**config.mk**
```make
export PLATFORM = sky130hd
export DESIGN_NAME = filter_pattern_gen
export DESIGN_NICKNAME = d
export VERILOG_FILES = /design/src/rtl/filter_pkg.sv /design/src/rtl/filter_hv_counter.sv /design/src/rtl/filter_pattern_gen.sv
export SDC_FILE = /design/constraint.sdc
export NUM_CORES = 1
export LEC_CHECK = 0
export ABC_AREA = 1
export CAP_MARGIN = 25
export CORE_MARGIN = 10
export CORE_UTILIZATION = 57
export DETAILED_ROUTE_END_ITERATION = 8
export GPL_ROUTABILITY_DRIVEN = 0
export PLACE_DENSITY_LB_ADDON = 0.3
export SLEW_MARGIN = 20
export SYNTH_ARGS = -nofsm -noshare
export SYNTH_HDL_FRONTEND = slang
export SYNTH_SLANG_ARGS = --single-unit
```
**constraint.sdc**
```tcl
create_clock -name clk -period 3.7 [get_ports clk]
set_input_delay 0.555 -clock clk [delete_from_list [all_inputs] [get_ports clk]]
set_output_delay 0.555 -clock clk [all_outputs]
set_load 0.01 [all_outputs]
```
**src/rtl/filter_pkg.sv**
```systemverilog
// Shared types and constants for the synthetic video pattern source.
package filter_pkg;

  typedef enum logic [1:0] {
    PAT_RAMP    = 2'd0,
    PAT_BARS    = 2'd1,
    PAT_CHECKER = 2'd2,
    PAT_SOLID   = 2'd3
  } pat_sel_e;

  typedef enum logic [1:0] {
    ST_IDLE  = 2'd0,
    ST_RUN   = 2'd1,
    ST_DRAIN = 2'd2
  } gen_state_e;

  localparam int DEF_DATA_WIDTH = 8;
  localparam int DEF_H_ACTIVE   = 64;
  localparam int DEF_H_FP       = 4;
  localparam int DEF_H_SYNC     = 4;
  localparam int DEF_H_BP       = 8;
  localparam int DEF_V_ACTIVE   = 48;
  localparam int DEF_V_FP       = 2;
  localparam int DEF_V_SYNC     = 2;
  localparam int DEF_V_BP       = 2;

  // Luma of the eight colour bars, left to right, for 8-bit components.
  localparam logic [7:0] BAR_Y [8] = '{8'd235, 8'd210, 8'd170, 8'd145,
                                       8'd106, 8'd81,  8'd41,  8'd16};

  // Counters are at least 4 bits so the checkerboard can always use bit 3.
  function automatic int cnt_width(input int n);
    return (n <= 16) ? 4 : $clog2(n);
  endfunction

endpackage

```
**src/rtl/filter_hv_counter.sv**
```systemverilog
// Raster position counters: h sweeps each line, v advances on every h wrap.
module filter_hv_counter
  import filter_pkg::*;
#(
  parameter int H_TOTAL = 80,
  parameter int V_TOTAL = 54,
  localparam int HW = cnt_width(H_TOTAL),
  localparam int VW = cnt_width(V_TOTAL)
) (
  input  logic          clk,
  input  logic          rst,
  input  logic          i_adv,
  output logic [HW-1:0] o_h,
  output logic [VW-1:0] o_v,
  output logic          o_h_last,
  output logic          o_v_last,
  output logic          o_frame_last
);

  logic [HW-1:0] h_q, h_d;
  logic [VW-1:0] v_q, v_d;

  assign o_h          = h_q;
  assign o_v          = v_q;
  assign o_h_last     = (int'(h_q) == H_TOTAL - 1);
  assign o_v_last     = (int'(v_q) == V_TOTAL - 1);
  assign o_frame_last = o_h_last && o_v_last;

  always_comb begin
    h_d = h_q;
    v_d = v_q;
    if (i_adv) begin
      if (o_h_last) begin
        h_d = '0;
        v_d = o_v_last ? '0 : v_q + 1'b1;
      end else begin
        h_d = h_q + 1'b1;
      end
    end
  end

  always_ff @(posedge clk) begin
    if (rst) begin
      h_q <= '0;
      v_q <= '0;
    end else begin
      h_q <= h_d;
      v_q <= v_d;
    end
  end

endmodule

```
**src/rtl/filter_pattern_gen.sv**
```systemverilog
// Raster timing and YUV test-pattern source feeding the 5x5 filter input.
module filter_pattern_gen
  import filter_pkg::*;
#(
  parameter int DATA_WIDTH = DEF_DATA_WIDTH,
  parameter int H_ACTIVE   = DEF_H_ACTIVE,
  parameter int H_FP       = DEF_H_FP,
  parameter int H_SYNC     = DEF_H_SYNC,
  parameter int H_BP       = DEF_H_BP,
  parameter int V_ACTIVE   = DEF_V_ACTIVE,
  parameter int V_FP       = DEF_V_FP,
  parameter int V_SYNC     = DEF_V_SYNC,
  parameter int V_BP       = DEF_V_BP
) (
  input  logic                  clk,
  input  logic                  rst,
  input  logic                  i_en,
  input  logic [1:0]            i_pat_sel,
  input  logic [DATA_WIDTH-1:0] i_solid_y,
  input  logic [DATA_WIDTH-1:0] i_solid_u,
  input  logic [DATA_WIDTH-1:0] i_solid_v,
  output logic                  o_vs,
  output logic                  o_hs,
  output logic                  o_de,
  output logic [DATA_WIDTH-1:0] o_y,
  output logic [DATA_WIDTH-1:0] o_u,
  output logic [DATA_WIDTH-1:0] o_v,
  output logic                  o_frame_done,
  output logic [15:0]           o_frame_cnt
);

  localparam int H_TOTAL = H_ACTIVE + H_FP + H_SYNC + H_BP;
  localparam int V_TOTAL = V_ACTIVE + V_FP + V_SYNC + V_BP;
  localparam int HW      = cnt_width(H_TOTAL);
  localparam int VW      = cnt_width(V_TOTAL);
  localparam int BAR_W   = H_ACTIVE / 8;
  localparam int BW      = (BAR_W < 2) ? 1 : $clog2(BAR_W);
  localparam int PW      = 4 + 3 * DATA_WIDTH;
  localparam logic [DATA_WIDTH-1:0] MID = {1'b1, {(DATA_WIDTH-1){1'b0}}};

  gen_state_e    state_q, state_d;
  pat_sel_e      pat_q, pat_d, pat_eff;
  logic [BW-1:0] bar_cnt_q, bar_cnt_d;
  logic [2:0]    bar_idx_q, bar_idx_d;
  logic [PW-1:0] s1_q, s1_d;
  logic [PW-1:0] out_q;
  logic [15:0]   frame_cnt_q, frame_cnt_d;

  logic [HW-1:0] h_cnt;
  logic [VW-1:0] v_cnt;
  logic          h_last, v_last, frame_last;
  logic          active;

  assign active = (state_q != ST_IDLE);

  filter_hv_counter #(
    .H_TOTAL(H_TOTAL),
    .V_TOTAL(V_TOTAL)
  ) u_hv (
    .clk         (clk),
    .rst         (rst),
    .i_adv       (active),
    .o_h         (h_cnt),
    .o_v         (v_cnt),
    .o_h_last    (h_last),
    .o_v_last    (v_last),
    .o_frame_last(frame_last)
  );

  // Dropping i_en only takes effect at a frame boundary.
  always_comb begin
    state_d = state_q;
    case (state_q)
      ST_IDLE:  if (i_en) state_d = ST_RUN;
      ST_RUN:   if (!i_en) state_d = frame_last ? ST_IDLE : ST_DRAIN;
      ST_DRAIN: if (frame_last) state_d = i_en ? ST_RUN : ST_IDLE;
      default:  state_d = ST_IDLE;
    endcase
  end

  always_comb begin
    pat_eff   = ((h_cnt == '0) && (v_cnt == '0)) ? pat_sel_e'(i_pat_sel) : pat_q;
    pat_d     = active ? pat_eff : pat_q;
    bar_cnt_d = bar_cnt_q;
    bar_idx_d = bar_idx_q;
    if (active) begin
      if (h_last) begin
        bar_cnt_d = '0;
        bar_idx_d = '0;
      end else if (int'(bar_cnt_q) == BAR_W - 1) begin
        bar_cnt_d = '0;
        bar_idx_d = bar_idx_q + 3'd1;
      end else begin
        bar_cnt_d = bar_cnt_q + 1'b1;
      end
    end
  end

  // Stage 1: timing decode and pixel value for the current raster position.
  always_comb begin
    logic                  de_c, hs_c, vs_c, done_c;
    logic [DATA_WIDTH-1:0] y_c, u_c, v_c, x_dw, l_dw;
    x_dw   = DATA_WIDTH'(h_cnt);
    l_dw   = DATA_WIDTH'(v_cnt);
    de_c   = active && (int'(h_cnt) < H_ACTIVE) && (int'(v_cnt) < V_ACTIVE);
    hs_c   = active && (int'(h_cnt) >= H_ACTIVE + H_FP)
                    && (int'(h_cnt) <  H_ACTIVE + H_FP + H_SYNC);
    vs_c   = active && (int'(v_cnt) >= V_ACTIVE + V_FP)
                    && (int'(v_cnt) <  V_ACTIVE + V_FP + V_SYNC);
    done_c = active && h_last && v_last;
    y_c    = '0;
    u_c    = '0;
    v_c    = '0;
    if (de_c) begin
      case (pat_eff)
        PAT_RAMP: begin
          y_c = x_dw + l_dw;
          u_c = x_dw;
          v_c = l_dw;
        end
        PAT_BARS: begin
          y_c = DATA_WIDTH'(BAR_Y[bar_idx_q]) << (DATA_WIDTH - 8);
          u_c = MID;
          v_c = MID;
        end
        PAT_CHECKER: begin
          y_c = (h_cnt[3] ^ v_cnt[3]) ? '1 : '0;
          u_c = MID;
          v_c = MID;
        end
        default: begin
          y_c = i_solid_y;
          u_c = i_solid_u;
          v_c = i_solid_v;
        end
      endcase
    end
    s1_d = {vs_c, hs_c, de_c, done_c, y_c, u_c, v_c};
  end

  assign frame_cnt_d = frame_cnt_q + {15'd0, s1_q[PW-4]};

  always_ff @(posedge clk) begin
    if (rst) begin
      state_q     <= ST_IDLE;
      pat_q       <= PAT_RAMP;
      bar_cnt_q   <= '0;
      bar_idx_q   <= '0;
      s1_q        <= '0;
      out_q       <= '0;
      frame_cnt_q <= '0;
    end else begin
      state_q     <= state_d;
      pat_q       <= pat_d;
      bar_cnt_q   <= bar_cnt_d;
      bar_idx_q   <= bar_idx_d;
      s1_q        <= s1_d;
      out_q       <= s1_q;
      frame_cnt_q <= frame_cnt_d;
    end
  end

  assign o_vs         = out_q[PW-1];
  assign o_hs         = out_q[PW-2];
  assign o_de         = out_q[PW-3];
  assign o_frame_done = out_q[PW-4];
  assign o_y          = out_q[3*DATA_WIDTH-1:2*DATA_WIDTH];
  assign o_u          = out_q[2*DATA_WIDTH-1:DATA_WIDTH];
  assign o_v          = out_q[DATA_WIDTH-1:0];
  assign o_frame_cnt  = frame_cnt_q;

endmodule

```
==> metrics.txt <==
status finished clean; H-tree depth 3; CTS tree built; endpoints failing setup 0; Final period util 72.1%; cts hold-fix bufs 0; hold depth 2; Die X 106 um; initial antenna violation count 0; wire length of the first global-routing pass 17400 um; Reg-to-Reg End s1_q[8]; Post-Syn Area per Cell 7.32 um^2; CTS Buf Count 9; Hold Path Sink out_q[12]; leakage power 2.14 nW; DRC violations left 0; DIE HEIGHT 106 um; Detail Placement HPWL 7820 um; MaxCap Viol Count 0; final setup TNS 0 ns; Pwr Total 2.00 mW; sequential share of the synthesized area 44.6%; area delta synth->final 22.9%; f_max 375 MHz; Worst Hold Class flop to flop; first drt pass iteration count 6; cell total after placement 737; sequential share of power 53.3%; Longest Clk Path Bufs 2; grt ovf 0; R2R cell count 12; Non-Filler Instances 753; First DRT Iteration DRCs 314; Slew HR 47.2%; root buffer cell clkbuf_8; DR vias/cell 5.12; overall routing resource usage 18.6%; Ant. Diodes 0; clock share of power 34.5%; Final Slew Violations 0; Fill cells 596; nets@finish 702; Final Skew 0.0120 ns; Total Wirelength 10400 um; sw power 516 uW; vias in the first global route 3686; Synth cell types 31; logic gate share of total power 12.2%; CP Class flop to flop; post-CTS sizing 0; Via Count 3854; port buffer count 72; IO Count 73; wire per inst 13.8 um; RSZ-0062 raised after global routing no; Max VDD drop 0.000195 V; Core Area 7250 um^2; clock-pin slew on the worst setup and hold paths 0.09 ns; Synth Register Bits 95; Power Internal 1.48 mW; hold_sp s1_q[12]; Critical Path Source Type flop; post-route ant nets 0; Post-Syn Nets 635; Die ar. 11300 um^2; Critical Path Sink Type flop; clk sinks 95; crit path max fanout 32; Period minus WS final 2.67 ns; fraction of layout cells with a size suffix above 1 5.05%; Syn Inst Count 582; power per cell area 382 nW/um^2; Worst Tran Pin Value 0.791 ns; RR Startpoint u_hv.o_v[1]; Clock Latency Late Sink 0.36 ns; Worst Path Required 3.95 ns; cell area after synthesis 4260 um^2; Worst EP arrival 2.91 ns; Hold Fails Final Rpt 0; largest net degree at the start of global routing 44; Starting Density 58.7%; Yosys warning total 0; R2R Setup Slk 1.03 ns; Net Sw Frac 25.8%; Post-CTS Setup Inserts 0; # rows 31
==> area by class of cell <==
| type | count | area (um^2) | share of cell area (%) |
|---|---|---|---|
| timing repair buffer | 73 | 728 | 13.9 |
| inverter | 94 | 355 | 6.79 |
| tap | 99 | 124 | 2.37 |
| sequential | 95 | 1900 | 36.3 |
| clock inverter | 4 | 53.8 | 1.03 |
| multi-input combinational | 376 | 1930 | 36.8 |
| clock buffer | 12 | 145 | 2.77 |
==> synthesized netlist by cell type <==
master     n  area share [%]
ha_1      23             6.8
nand4_1    4            0.59
fa_1       1            0.47
nor2_4     2            0.53
buf_2      6            0.70
nor3_4     1            0.38
o21ai_1    2            0.23
nand3_2    1            0.23
xnor2_1    2            0.41
nand2_1   90             7.9
nand4_4    1            0.50
inv_1     90             7.9
o21ai_0   45             5.3
clkbuf_2   1            0.12
or2_2      3            0.44
clkbuf_1   9            0.79
a211oi_1   1            0.18
xor2_1     3            0.62
o21ai_2    1            0.21
nor3_1    13             1.5
inv_4      1            0.15
nand3_1   44             5.2
dfxtp_1   95              45
inv_2      3            0.26
nor2_1    98             8.6
o21a_1     1            0.18
buf_4      1            0.18
nand2_4    1            0.26
a21oi_1   35             4.1
nor2_2     1            0.15
nand2_2    3            0.44
==> logic make-up after synthesis <==
family / after synthesis / synth area share (%)
compound gates: 85 / 10.2
xor+xnor: 5 / 1.03
fa+ha+maj: 24 / 7.22
buf+inv: 111 / 10.1
flops: 95 / 44.6
simple gates: 262 / 26.8
==> sequential cells by signal, summed over array words and instances (netlist names) <==
signal,count
s1_q,28
pat_q,2
bar_cnt_q,3
bar_idx_q,3
u_hv.o_h,7
u_hv.o_v,6
state_q,2
out_q,28
o_frame_cnt,16
==> power by group through the flow <==
stage               Sequential (mW)  Clock, mW  Combinational (mW)
floorplan                      1.09          0               0.154
CTS                            1.07      0.693               0.242
finish                         1.07      0.689               0.244
detailed placement             1.09          0               0.238
global placement               1.09          0               0.231
global route                   1.07      0.733               0.276
==> per-layer routing <==
metal | wire length (um) | global-route usage, %
met4 | 180 | 6.48
met3 | 601 | 3.99
met1 | 4510 | 22.2
met2 | 5120 | 32.3
met5 | 0 | 0
==> through the flow <==
step,hold WS [ns],util (%),cell area [um^2],worst slack (ns)
after floorplan,0.388,-,4260,1.57
after global placement,0.390,69.4,5040,1.22
after detailed placement,0.392,69.4,5040,1.07
after CTS,0.400,72.2,5240,1.06
after global routing,0.417,72.2,5240,0.636
final,0.398,72.2,5240,1.03
==> worst max-delay path by stage <==
| stage | start | to | slack, ns |
|---|---|---|---|
| finish | u_hv.o_v[1] | s1_q[8] | 1.03 |
| global route | u_hv.o_v[1] | s1_q[9] | 0.64 |
| CTS | u_hv.o_v[1] | s1_q[8] | 1.06 |
| detailed placement | u_hv.o_v[1] | s1_q[5] | 1.07 |
| global placement | rst | s1_q[16] | 1.22 |
| floorplan | u_hv.o_v[1] | s1_q[13] | 1.57 |
==> critical path, stage by stage, from the launching register on <==
cell     delay (ns)
dfxtp_1        0.35
inv_1          0.18
ha_1           0.21
nand2_1        0.06
nor3_1         0.23
nand2_1        0.09
nand2_1        0.08
nand2_1        0.09
ha_1           0.31
inv_1          0.55
o21ai_0        0.20
o21ai_0        0.12
nor2_1         0.06
==> layout by cell type (no fill, tap or decap), types with 4 or more instances in the layout <==
cell type        instances
nor2_1                  98
dfxtp_1                 95
nand2_1                 90
inv_1                   90
clkdlybuf4s50_1         72
o21ai_0                 45
nand3_1                 44
a21oi_1                 35
ha_1                    23
nor3_1                  13
clkbuf_8                10
nand4_1                  4
No activity file was read; power rests on OpenSTA's default activity.
